==> src/rtl/fetch_pkg.sv <==
// Shared fetch/decode definitions. Buffer depth is selected by the
// FETCH_PREFETCH_EN macro: defined -> 2-entry prefetch buffer, undefined -> 1 entry.
package fetch_pkg;

  localparam int INSTR_W = 16;
  localparam logic [3:0] OPC_HALT = 4'hF;
  localparam int CNT_W = 2;

`ifdef FETCH_PREFETCH_EN
  localparam int FETCH_DEPTH = 2;
`else
  localparam int FETCH_DEPTH = 1;
`endif

  typedef enum logic [1:0] {
    FETCH,
    WAIT,
    HALT
  } fetch_state_e;

  function automatic logic is_halt(input logic [INSTR_W-1:0] word);
    return word[INSTR_W-1 -: 4] == OPC_HALT;
  endfunction

endpackage

==> src/rtl/fetch_buffer.sv <==
// Instruction buffer between fetch and decode: DEPTH=1 holding register or
// DEPTH=2 circular buffer with push/pop/flush; head reads as zero when empty.
module fetch_buffer
  import fetch_pkg::*;
#(
  parameter int DEPTH = FETCH_DEPTH,
  parameter int W     = INSTR_W
) (
  input  logic             clk,
  input  logic             rst_n,
  input  logic             i_push,
  input  logic             i_pop,
  input  logic             i_flush,
  input  logic [W-1:0]     i_data,
  output logic             o_empty,
  output logic [CNT_W-1:0] o_count,
  output logic [W-1:0]     o_head
);

  if (DEPTH == 1) begin : g_reg
    logic         r_valid;
    logic [W-1:0] r_data;

    // NOTE: clocked state is always assigned with <= so every flop samples pre-edge values.
    always_ff @(posedge clk) begin
      if (!rst_n) begin
        r_valid <= 1'b0;
        r_data  <= '0;
      end else if (i_flush) begin
        r_valid <= 1'b0;
      end else if (i_push) begin
        r_valid <= 1'b1;
        r_data  <= i_data;
      end else if (i_pop) begin
        r_valid <= 1'b0;
      end
    end

    assign o_empty = !r_valid;
    assign o_count = CNT_W'(r_valid);
    assign o_head  = r_valid ? r_data : '0;
  end else begin : g_ring
    logic [W-1:0]     r_mem [2];
    logic             r_rd;
    logic             r_wr;
    logic [CNT_W-1:0] r_count;

    always_ff @(posedge clk) begin
      if (!rst_n || i_flush) begin
        r_rd    <= 1'b0;
        r_wr    <= 1'b0;
        r_count <= '0;
      end else begin
        if (i_push) r_wr <= ~r_wr;
        if (i_pop)  r_rd <= ~r_rd;
        r_count <= r_count + CNT_W'(i_push) - CNT_W'(i_pop);
      end
    end

    // NOTE: storage is not reset; the head is masked to zero while the count is zero.
    always_ff @(posedge clk) begin
      if (i_push && !i_flush) r_mem[r_wr] <= i_data;
    end

    assign o_empty = (r_count == '0);
    assign o_count = r_count;
    assign o_head  = o_empty ? '0 : r_mem[r_rd];
  end

endmodule

==> src/rtl/fetch_unit.sv <==
// Instruction fetch: PC, single-outstanding imem reads, redirect/discard and HALT.
// Prefetch depth follows FETCH_PREFETCH_EN (see fetch_pkg).
module fetch_unit
  import fetch_pkg::*;
#(
  parameter int               ADDR_W   = 8,
  parameter logic [ADDR_W-1:0] RESET_PC = '0
) (
  input  logic               clk,
  input  logic               rst_n,
  output logic               o_imem_req,
  output logic [ADDR_W-1:0]  o_imem_addr,
  input  logic               i_imem_rvalid,
  input  logic [INSTR_W-1:0] i_imem_rdata,
  output logic               o_instr_valid,
  output logic [INSTR_W-1:0] o_instr,
  input  logic               i_hazard_stall,
  input  logic               i_redirect_valid,
  input  logic [ADDR_W-1:0]  i_redirect_pc,
  output logic               o_halted
);

  fetch_state_e      r_state, w_state_pre, w_state_next;
  logic [ADDR_W-1:0] r_pc, r_addr, w_pc_base;
  logic              r_req, r_outstanding, r_discard, w_discard_next;
  logic              w_rsp, w_push, w_pop, w_issue, w_empty;
  logic [CNT_W-1:0]  w_count;
  logic [CNT_W:0]    w_occ_next;

  assign w_rsp  = r_outstanding & i_imem_rvalid;
  assign w_push = w_rsp & ~r_discard & ~i_redirect_valid;
  assign w_pop  = o_instr_valid & ~i_hazard_stall;

  // Occupancy after this edge decides whether a new request fits.
  assign w_occ_next = i_redirect_valid ? '0
                    : {1'b0, w_count} + (CNT_W+1)'(w_push) - (CNT_W+1)'(w_pop);

  // NOTE: every variable written here gets a default first, so no latch is inferred.
  always_comb begin
    w_state_pre    = r_state;
    w_discard_next = r_discard;
    w_pc_base      = r_pc;
    if (i_redirect_valid) begin
      w_pc_base = i_redirect_pc;
      if (r_outstanding && !i_imem_rvalid) begin
        w_discard_next = 1'b1;
        w_state_pre    = WAIT;
      end else begin
        w_discard_next = 1'b0;
        w_state_pre    = FETCH;
      end
    end else if (r_state == WAIT && w_rsp) begin
      w_discard_next = 1'b0;
      w_state_pre    = (!r_discard && is_halt(i_imem_rdata)) ? HALT : FETCH;
    end
    w_issue      = (w_state_pre == FETCH) && (w_occ_next < (CNT_W+1)'(FETCH_DEPTH));
    w_state_next = w_issue ? WAIT : w_state_pre;
  end

  always_ff @(posedge clk) begin
    if (!rst_n) begin
      r_state       <= FETCH;
      r_pc          <= RESET_PC;
      r_addr        <= RESET_PC;
      r_req         <= 1'b0;
      r_outstanding <= 1'b0;
      r_discard     <= 1'b0;
    end else begin
      r_state       <= w_state_next;
      r_discard     <= w_discard_next;
      r_req         <= w_issue;
      r_outstanding <= w_issue | (r_outstanding & ~i_imem_rvalid);
      if (w_issue) begin
        r_addr <= w_pc_base;
        r_pc   <= w_pc_base + ADDR_W'(1);
      end else begin
        r_pc   <= w_pc_base;
      end
    end
  end

  fetch_buffer #(
    .DEPTH(FETCH_DEPTH),
    .W    (INSTR_W)
  ) u_buffer (
    .clk    (clk),
    .rst_n  (rst_n),
    .i_push (w_push),
    .i_pop  (w_pop),
    .i_flush(i_redirect_valid),
    .i_data (i_imem_rdata),
    .o_empty(w_empty),
    .o_count(w_count),
    .o_head (o_instr)
  );

  assign o_imem_req    = r_req;
  assign o_imem_addr   = r_addr;
  assign o_instr_valid = !w_empty;
  assign o_halted      = (r_state == HALT);

endmodule

==> config.mk <==
export PLATFORM = sky130hd
export DESIGN_NAME = fetch_unit
export DESIGN_NICKNAME = d
export VERILOG_FILES = /design/src/rtl/fetch_pkg.sv /design/src/rtl/fetch_buffer.sv /design/src/rtl/fetch_unit.sv
export SDC_FILE = /design/constraint.sdc
export NUM_CORES = 1
export LEC_CHECK = 0
export ABC_CLOCK_PERIOD_IN_PS = 8150
export BUFFER_PORTS_ARGS = -buffer_cell sky130_fd_sc_hd__buf_2
export CORE_AREA = 2 2 61 63
export CTS_CLUSTER_SIZE = 28
export DETAILED_ROUTE_END_ITERATION = 8
export DIE_AREA = 0 0 63 65
export GPL_TIMING_DRIVEN = 0
export PLACE_DENSITY_LB_ADDON = 0.2
export SLEW_MARGIN = 20
export SYNTH_ARGS = -nofsm -noshare
export SYNTH_HDL_FRONTEND = slang
export SYNTH_SLANG_ARGS = --single-unit
==> constraint.sdc <==
create_clock -name clk -period 8.15 [get_ports clk]
set_clock_uncertainty 0.05 [all_clocks]
set_input_delay 0.4075 -clock clk [delete_from_list [all_inputs] [get_ports clk]]
set_output_delay 0.4075 -clock clk [all_outputs]
set_load 0.05 [all_outputs]
==> results of run 1 <==
logic make-up after synthesis:
kind of cell    after synthesis
buf+inv                      19
compound gates               45
xor+xnor                      1
flops                        38
fa+ha+maj                     5
mux                           7
simple gates                 94
sequential cells by signal (all words and copies together) (netlist names):
register / flops
r_outstanding: 1
o_imem_req: 1
r_pc: 8
r_discard: 1
u_buffer.g_reg.r_data: 16
o_imem_addr: 8
u_buffer.g_reg.r_valid: 1
r_state: 2
report_power, final:
group          switching (W)  leakage, nW  total (W)  internal [W]
sequential        0.00000554        0.312   0.000204      0.000198
clock              0.0000609       0.0353   0.000103     0.0000418
combinational      0.0000538        0.667  0.0000834     0.0000296
routing by layer:
| metal | global-route usage, % | share of wire [%] | wire (um) |
|---|---|---|---|
| met5 | 0 | 0 | 0 |
| met1 | 21.0 | 45 | 1650 |
| met2 | 34.7 | 48 | 1790 |
| met4 | 9.17 | 1.8 | 67 |
| met3 | 3.47 | 5.1 | 190 |
critical path, stage by stage, from the launching register on:
cell and delay (ns):
dfxtp_1 0.40, nand3b_4 0.12, nor2_2 0.28, inv_2 0.13
buf_2 0.22, ha_1 0.30, ha_1 0.13, inv_1 0.04
ha_1 0.25, nor4b_2 0.21, o31ai_2 0.13, a21oi_4 0.23
buf_6 0.17, a21oi_1 0.07, o21a_1 0.19
placed cells by master (no fill, tap or decap), types with 5 or more instances in the layout:
| master | n |
|---|---|
| clkbuf_4 | 5 |
| mux2i_1 | 7 |
| ha_1 | 5 |
| buf_2 | 57 |
| nand2_1 | 36 |
| nor2_1 | 20 |
| a21oi_1 | 23 |
| dfxtp_1 | 38 |
| a211oi_2 | 6 |
| and2_1 | 17 |
| clkbuf_1 | 5 |
| inv_1 | 7 |
cell type report:
cell class	instances	area [um^2]	area share [%]
tap	48	60.1	2.74
timing repair buffer	54	270	12.3
clock buffer	7	55.1	2.52
multi-input combinational	152	940	42.9
sequential	38	761	34.8
clock inverter	1	5.00	0.229
buffer	11	67.6	3.09
inverter	8	30.0	1.37
per-stage QoR:
step | setup slack [ns] | instances | cell area (um^2) | total power [W]
after CTS | 5.11 | 319 | 2190 | 0.000392
final | 5.14 | 319 | 2190 | 0.000390
after detailed placement | 4.80 | 311 | 2130 | 0.000292
after global routing | 4.86 | 319 | 2190 | 0.000411
after floorplan | 5.12 | 209 | 1800 | 0.000270
after global placement | 4.81 | 311 | 2130 | 0.000291
worst min-delay path by stage:
stage                                               start                                     to  slack, ns  depth (start not counted)
floorplan           u_buffer.g_reg.r_data[0]$_SDFFE_PN0P_  u_buffer.g_reg.r_data[0]$_SDFFE_PN0P_       0.38                          2
global placement    u_buffer.g_reg.r_data[5]$_SDFFE_PN0P_  u_buffer.g_reg.r_data[5]$_SDFFE_PN0P_       0.39                          2
CTS                                       i_imem_rdata[9]  u_buffer.g_reg.r_data[9]$_SDFFE_PN0P_       0.24                          3
global route                              i_imem_rdata[9]  u_buffer.g_reg.r_data[9]$_SDFFE_PN0P_       0.23                          3
finish                                    i_imem_rdata[9]  u_buffer.g_reg.r_data[9]$_SDFFE_PN0P_       0.23                          3
detailed placement  u_buffer.g_reg.r_data[7]$_SDFFE_PN0P_  u_buffer.g_reg.r_data[7]$_SDFFE_PN0P_       0.39                          2
==> results by group, run 1 <==
Run status
  • Status: completed

GRT
  • Largest net degree at the start of global routing: 12
  • First-pass GRT wire length: 6110 um
  • Total GRT Usage: 18.9%
  • Number of global-route vias before repair: 1405
  • Initial antenna violation count: 0
  • Total grt overflow: 0

Timing
  • Final min period: 3.01 ns
  • Total Neg Setup Slack: 0 ns
  • RSZ-0062 raised after global routing: no
  • Final Hold Viols: 0
  • Final setup violation count: 0
  • Tightest Pin Transition: 0.616 ns
  • Final Max Tran Viols: 0
  • Slew HR: 59.0%
  • Fmax: 332 MHz
  • Hold_ws: 0.229 ns
  • Crit share post-route: 36.9%

Clock network
  • CTS Buffer Depth: 2
  • Root Driver: clkbuf_4
  • Total clock sinks: 38
  • TritonCTS Buffers: 5
  • CTS Hold Bufs: 0
  • Post-cts resize count: 0
  • Clock Latency Late Sink: 0.35 ns
  • CTS H-tree lvls: 2
  • Setup bufs post-CTS: 0
  • CTS tree: built
  • Clock-pin transition on the worst setup and hold timing paths: 0.12 ns

Synth
  • FFs w/ async S/R, synth: 0%
  • Syn Area/Cell: 8.60 um^2
  • Synth top cells by count: dfxtp_1 (38), nand2_1 (36), a21oi_1 (23)
  • Share of the synthesized area in the top cell type: 42.3%
  • Mux cell area share after synthesis: 3.90%
  • Synth area leader: dfxtp_1
  • Post-Syn Area: 1800 um^2
  • Largest cells by area after synthesis: dfxtp_1 (42%), nand2_1 (7.5%), a21oi_1 (6.4%)
  • Compound-Gate Fraction of Synth Area: 18.4%
  • Synthesis Warnings: 0
  • Top-count cell post-synth: dfxtp_1
  • Post-synth EDFFs: 0
  • Mapped Nets: 243
  • Synth Area in XOR/XNOR: 0.487%
  • Distinct cell type count after synthesis: 37
  • Sequential area share after synthesis: 42.3%
  • Adder-Cell Fraction of Synth Area: 3.48%
  • Post-synthesis register bit count: 38
  • Post-synthesis instance total: 209
  • Largest family of logic cells by synthesized area: simple AND/OR/NAND/NOR gates
  • Simple-gate share of the synthesized area: 26.0%
  • Predominant post-synthesis flop cell: dfxtp_1

Cells and area
  • Area grow syn2layout: 21.7%
  • Fill cell instance count of the final layout: 333
  • Post-layout util: 62.6%
  • Final net count: 304
  • Antenna cells: 0
  • Layout cell share with drive strength beyond 1: 31.0%

Critical path
  • Worst R2R Path Depth: 14
  • FF-to-FF setup slack: 5.14 ns
  • Worst-path fanout max: 11
  • Start of the worst register-to-register path: r_outstanding$_SDFF_PN0_
  • Worst path required time: 8.36 ns
  • Kind of critical path: reg -> reg
  • Startpoint Class: register
  • Worst Setup SP: r_outstanding$_SDFF_PN0_
  • R2R Path End: r_pc[2]$_SDFF_PN0_
  • Worst Path Arrival: 3.22 ns
  • Capture point of the worst path: r_pc[2]$_SDFF_PN0_
  • Crit. End Element: register

Worst hold path
  • Hold Crit Class: in -> reg

Power
  • PD cells: 178 nW/um^2
  • Static leakage: 1.01 nW
  • Peak VDD IR: 0.000130 V

Detailed routing
  • DR pass1 iterations: 4
  • Drt total wl: 3690 um
  • Vias: 1583
  • Initial DRC Count: 68
  • Vias/cell: 4.96
  • DRC: 0
  • WL per Instance: 11.6 um
  • Antenna-violating nets left: 0

Floorplan
  • Core area: 3500 um^2
  • FP Rows: 22
  • Die ar.: 4100 um^2
  • Die Wd: 63 um
  • Die height: 65 um
  • # IOs: 56
  • Initial Utilization: 51.4%

Place
  • Buffers added on ports: 54
  • HPWL after DPL: 2740 um
  • GPL Wtd Cong: 0.729

Flow run
  • Max-cap viol count: 0
Note: power is estimated with default switching activity, not from simulation.
==> inputs of run 2 (changes only) <==
--- a/config.mk
+++ b/config.mk
@@ -5,12 +5,13 @@
 export SDC_FILE = /design/constraint.sdc
 export NUM_CORES = 1
 export LEC_CHECK = 0
-export ABC_CLOCK_PERIOD_IN_PS = 8150
+export ABC_AREA = 1
+export ABC_CLOCK_PERIOD_IN_PS = 2550
 export BUFFER_PORTS_ARGS = -buffer_cell sky130_fd_sc_hd__buf_2
-export CORE_AREA = 2 2 61 63
+export CORE_AREA = 2 2 68 70
 export CTS_CLUSTER_SIZE = 28
 export DETAILED_ROUTE_END_ITERATION = 8
-export DIE_AREA = 0 0 63 65
+export DIE_AREA = 0 0 70 72
 export GPL_TIMING_DRIVEN = 0
 export PLACE_DENSITY_LB_ADDON = 0.2
 export SLEW_MARGIN = 20
==> constraint.sdc (replaced) <==
create_clock -name clk -period 2.55 [get_ports clk]
set_clock_uncertainty 0.05 [all_clocks]
set_input_delay 0.1275 -clock clk [delete_from_list [all_inputs] [get_ports clk]]
set_output_delay 0.1275 -clock clk [all_outputs]
set_load 0.05 [all_outputs]
==> run 2 against run 1 <==
  * Combinational power increased to 3.7 times the previous value
  * Cell area increased by 8.1%
  * Worst setup slack got worse by 4.9 ns
  * Synthesized cell count increased by 30%
  * Highest routed layer unchanged
  * Global-route usage decreased by 1.2 points
  * Die area increased by 23%
==> results by group, run 2 <==
Floorplan
  • Die Wd: 70 um (+11%)
  • Die height: 72 um (+11%)
  • FP Rows: 24 (+9.1%)
  • Core area: 4260 um^2 (+22%)
  • Initial Utilization: 45.1% (-6.3 points)
  • # IOs: 56 (unchanged)
  • Die ar.: 5040 um^2 (+23%)

Synth
  • Syn Area/Cell: 7.10 um^2 (-18%)
  • Post-synthesis register bit count: 38 (unchanged)
  • Largest cells by area after synthesis: dfxtp_1 (40%), nand2_1 (13%), nor2_1 (8.6%)
  • Post-synth EDFFs: 0 (unchanged)
  • Synthesis Warnings: 0 (unchanged)
  • Synth top cells by count: nand2_1 (68), nor2_1 (44), dfxtp_1 (38)
  • FFs w/ async S/R, synth: 0% (unchanged)
  • Sequential area share after synthesis: 39.6% (-2.8 points)
  • Post-synthesis instance total: 271 (+30%)
  • Mapped Nets: 305 (+26%)
  • Top-count cell post-synth: nand2_1
  • Distinct cell type count after synthesis: 32 (-14%)
  • Predominant post-synthesis flop cell: dfxtp_1
  • Post-Syn Area: 1920 um^2 (+7.0%)
  • Synth area leader: dfxtp_1
  • Share of the synthesized area in the top cell type: 39.6% (-2.8 points)

Cells and area
  • Max reg flops: 16 (unchanged)
  • Area grow syn2layout: 23.0%
  • Most common cell after layout, fill and taps aside: nand2_1
  • Final net count: 366 (+20%)
  • Layout cell share with drive strength beyond 1: 30.5% (-0.48 points)
  • Most frequent cells in the layout: nand2_1 (66), buf_2 (54), nor2_1 (43), dfxtp_1 (37), inv_1 (30)
  • Antenna cells: 0 (unchanged)
  • Register with the most flip-flops: u_buffer.g_reg.r_data
  • Final instance area: 2360 um^2 (+8.1%)

Timing
  • Final Max Tran Viols: 0 (unchanged)
  • Slew HR: 70.3% (+11 points)
  • Fmax: 430 MHz (+29%)
  • Final min period: 2.33 ns (-0.681 ns)
  • RSZ-0062 raised after global routing: no
  • Final Hold Viols: 0 (unchanged)
  • Final setup violation count: 0 (unchanged)
  • Crit share post-route: 91.3% (+54 points)
  • Tightest Pin Transition: 0.445 ns (-0.170 ns)
  • PnR worst setup slack: 0.223 ns (-4.92 ns)
  • Total Neg Setup Slack: 0 ns (unchanged)

Power
  • Static leakage: 1.26 nW (+25%)
  • Clock network fraction of total power: 29.7% (+3.3 points)
  • PD cells: 582 nW/um^2 (+230%)
  • Peak VDD IR: 0.000231 V (+78%)
  • Net load switching power: 0.000422 W (+250%)
  • Seq pwr share: 48.1% (-4.1 points)
  • Comb pwr share: 22.2% (+0.8 points)
  • Int Pwr: 0.000955 W (+250%)
  • Sw frac: 30.6% (-0.23 points)

Critical path
  • Worst path max stage delay: 0.35 ns (-0.05 ns)
  • Worst Path Arrival: 2.46 ns (-0.76 ns)
  • Crit. End Element: register
  • Crit-path slowest cell: dfxtp_2
  • Cell chain of the critical path: clkbuf_4, inv_1, nor2_1, inv_1, ha_1, ha_1, inv_1, ha_1, nand3b_1, nand2_2, nand3_2, buf_6, buf_12, nand3_2, nand2_1
  • Worst path required time: 2.69 ns (-5.67 ns)
  • Worst-path fanout max: 10 (-1)
  • Startpoint Class: register
  • Kind of critical path: reg -> reg

Detailed routing
  • Vias: 1785 (+13%)
  • Vias/cell: 4.66 (-6.1%)
  • Initial DRC Count: 59 (-13%)
  • DR pass1 iterations: 4 (unchanged)
  • Drt total wl: 4210 um (+14%)
  • WL per Instance: 11.0 um (-5.1%)
  • Antenna-violating nets left: 0 (unchanged)
  • DRC: 0 (unchanged)

GRT
  • Met1 Usage GRT: 21.0% (+0.031 points)
  • Total grt overflow: 0 (unchanged)
  • Total GRT Usage: 17.7% (-1.2 points)
  • Initial antenna violation count: 0 (unchanged)
  • First-pass GRT wire length: 7040 um (+15%)
  • Grt met3 use: 5.00% (+1.5 points)
  • Grt peak-use layer: met2
  • Largest net degree at the start of global routing: 12 (unchanged)
  • Met2 Use GR: 30.3% (-4.4 points)
  • Number of global-route vias before repair: 1606 (+14%)

Clock network
  • Total clock sinks: 38 (unchanged)
  • TritonCTS Buffers: 5 (unchanged)
  • Clock Latency Late Sink: 0.29 ns (-0.06 ns)
  • Root Driver: clkbuf_8
  • Setup bufs post-CTS: 0 (unchanged)
  • CTS Buffer Depth: 2 (unchanged)
  • Clock-pin transition on the worst setup and hold timing paths: 0.07 ns (-0.05 ns)
  • CTS H-tree lvls: 2 (unchanged)
  • Post-cts resize count: 0 (unchanged)
  • CTS Hold Bufs: 0 (unchanged)
  • CTS tree: built

Flow run
  • Max-cap viol count: 0 (unchanged)

Worst hold path
  • Hold Crit Class: in -> reg

Run status
  • Status: completed

Place
  • Post-Place Worst Slack: -0.0864 ns (-4.88 ns)
  • GPL Wtd Cong: 0.788 (+8.1%)
  • HPWL after DPL: 3110 um (+13%)
  • DP Area: 2260 um^2 (+6.2%)
  • Buffers added on ports: 54 (unchanged)
-- run 2: changes by cell type after synthesis, moves of 17 or more --
| cell | change |
|---|---|
| o21ai_0 | +19 |
| and2_1 | -17 |
| nand2_1 | +32 |
| nor2_1 | +24 |
| a21oi_1 | -21 |
| inv_1 | +23 |
-- run 2: cell type report --
class,instances,area [um^2]
fillers,435,1900
multi-input cells,188,956
flip-flops and latches,38,762
repair buffers,54,270
inverters,33,124
plain buffers,12,105
clock buffers,6,82.6
well taps,52,65.1
-- run 2: worst max-delay path: cells and delay by family (launching register included) --
kind / cells / cell delay (ns)
buffers and inverters: 6 / 0.65
AND/OR/NAND/NOR: 6 / 0.52
flip-flops: 1 / 0.35
adder cells (fa/ha/maj): 3 / 0.66
-- run 2: power by group through the flow --
stage	Clock, W	Combinational [W]	Sequential, W
after floorplan	0	0.000177	0.000726
after global placement	0	0.000301	0.000675
after detailed placement	0	0.000304	0.000675
after CTS	0.000423	0.000305	0.000662
after global routing	0.000443	0.000341	0.000669
final	0.000409	0.000306	0.000662
-- run 2: cell families (layout without fill, tap and decap cells) --
| family | count (synthesis) | in the layout | share of synthesized area (%) |
|---|---|---|---|
| AO/OA/AOI/OAI | 30 | 30 | 9.04 |
| XOR/XNOR | 3 | 3 | 1.37 |
| adder cells (fa/ha/maj) | 5 | 5 | 3.25 |
| AND/OR/NAND/NOR | 150 | 150 | 35.4 |
| flip-flops | 38 | 38 | 39.6 |
| buffers and inverters | 45 | 105 | 11.4 |
-- run 2: worst paths after layout --
check / slack (ns) / startpoint / depth (start not counted) / end
hold / removal: 0.04 / i_imem_rdata[8] / 3 / u_buffer.g_reg.r_data[8]$_SDFFE_PN0P_
setup / recovery: 0.22 / u_buffer.g_reg.r_valid$_SDFFE_PP0P_ / 15 / r_pc[1]$_SDFF_PN0_
setup reg to reg: 0.22 / u_buffer.g_reg.r_valid$_SDFFE_PP0P_ / 15 / r_pc[1]$_SDFF_PN0_
hold reg to reg: 0.41 / o_imem_addr[0]$_SDFFE_PN0P_ / 2 / o_imem_addr[0]$_SDFFE_PN0P_
-- run 2: metal layers --
layer,vias to the layer above,share of wire [%],wire length [um]
met3,8,5.6,237
li1,953,-,-
met1,778,47,1990
met4,0,1.6,68
met5,-,0,0
met2,46,45,1910
-- run 2: metrics by stage --
stage | utilization, % | power [W] | std cells | hold WS, ns
after global routing | 55.5 | 0.00145 | 383 | 0.0346
after floorplan | - | 0.000903 | 271 | 0.222
after detailed placement | 53.0 | 0.000979 | 377 | 0.340
final | 55.5 | 0.00138 | 383 | 0.0359
after global placement | 53.0 | 0.000976 | 377 | 0.328
after CTS | 54.9 | 0.00139 | 383 | 0.0334
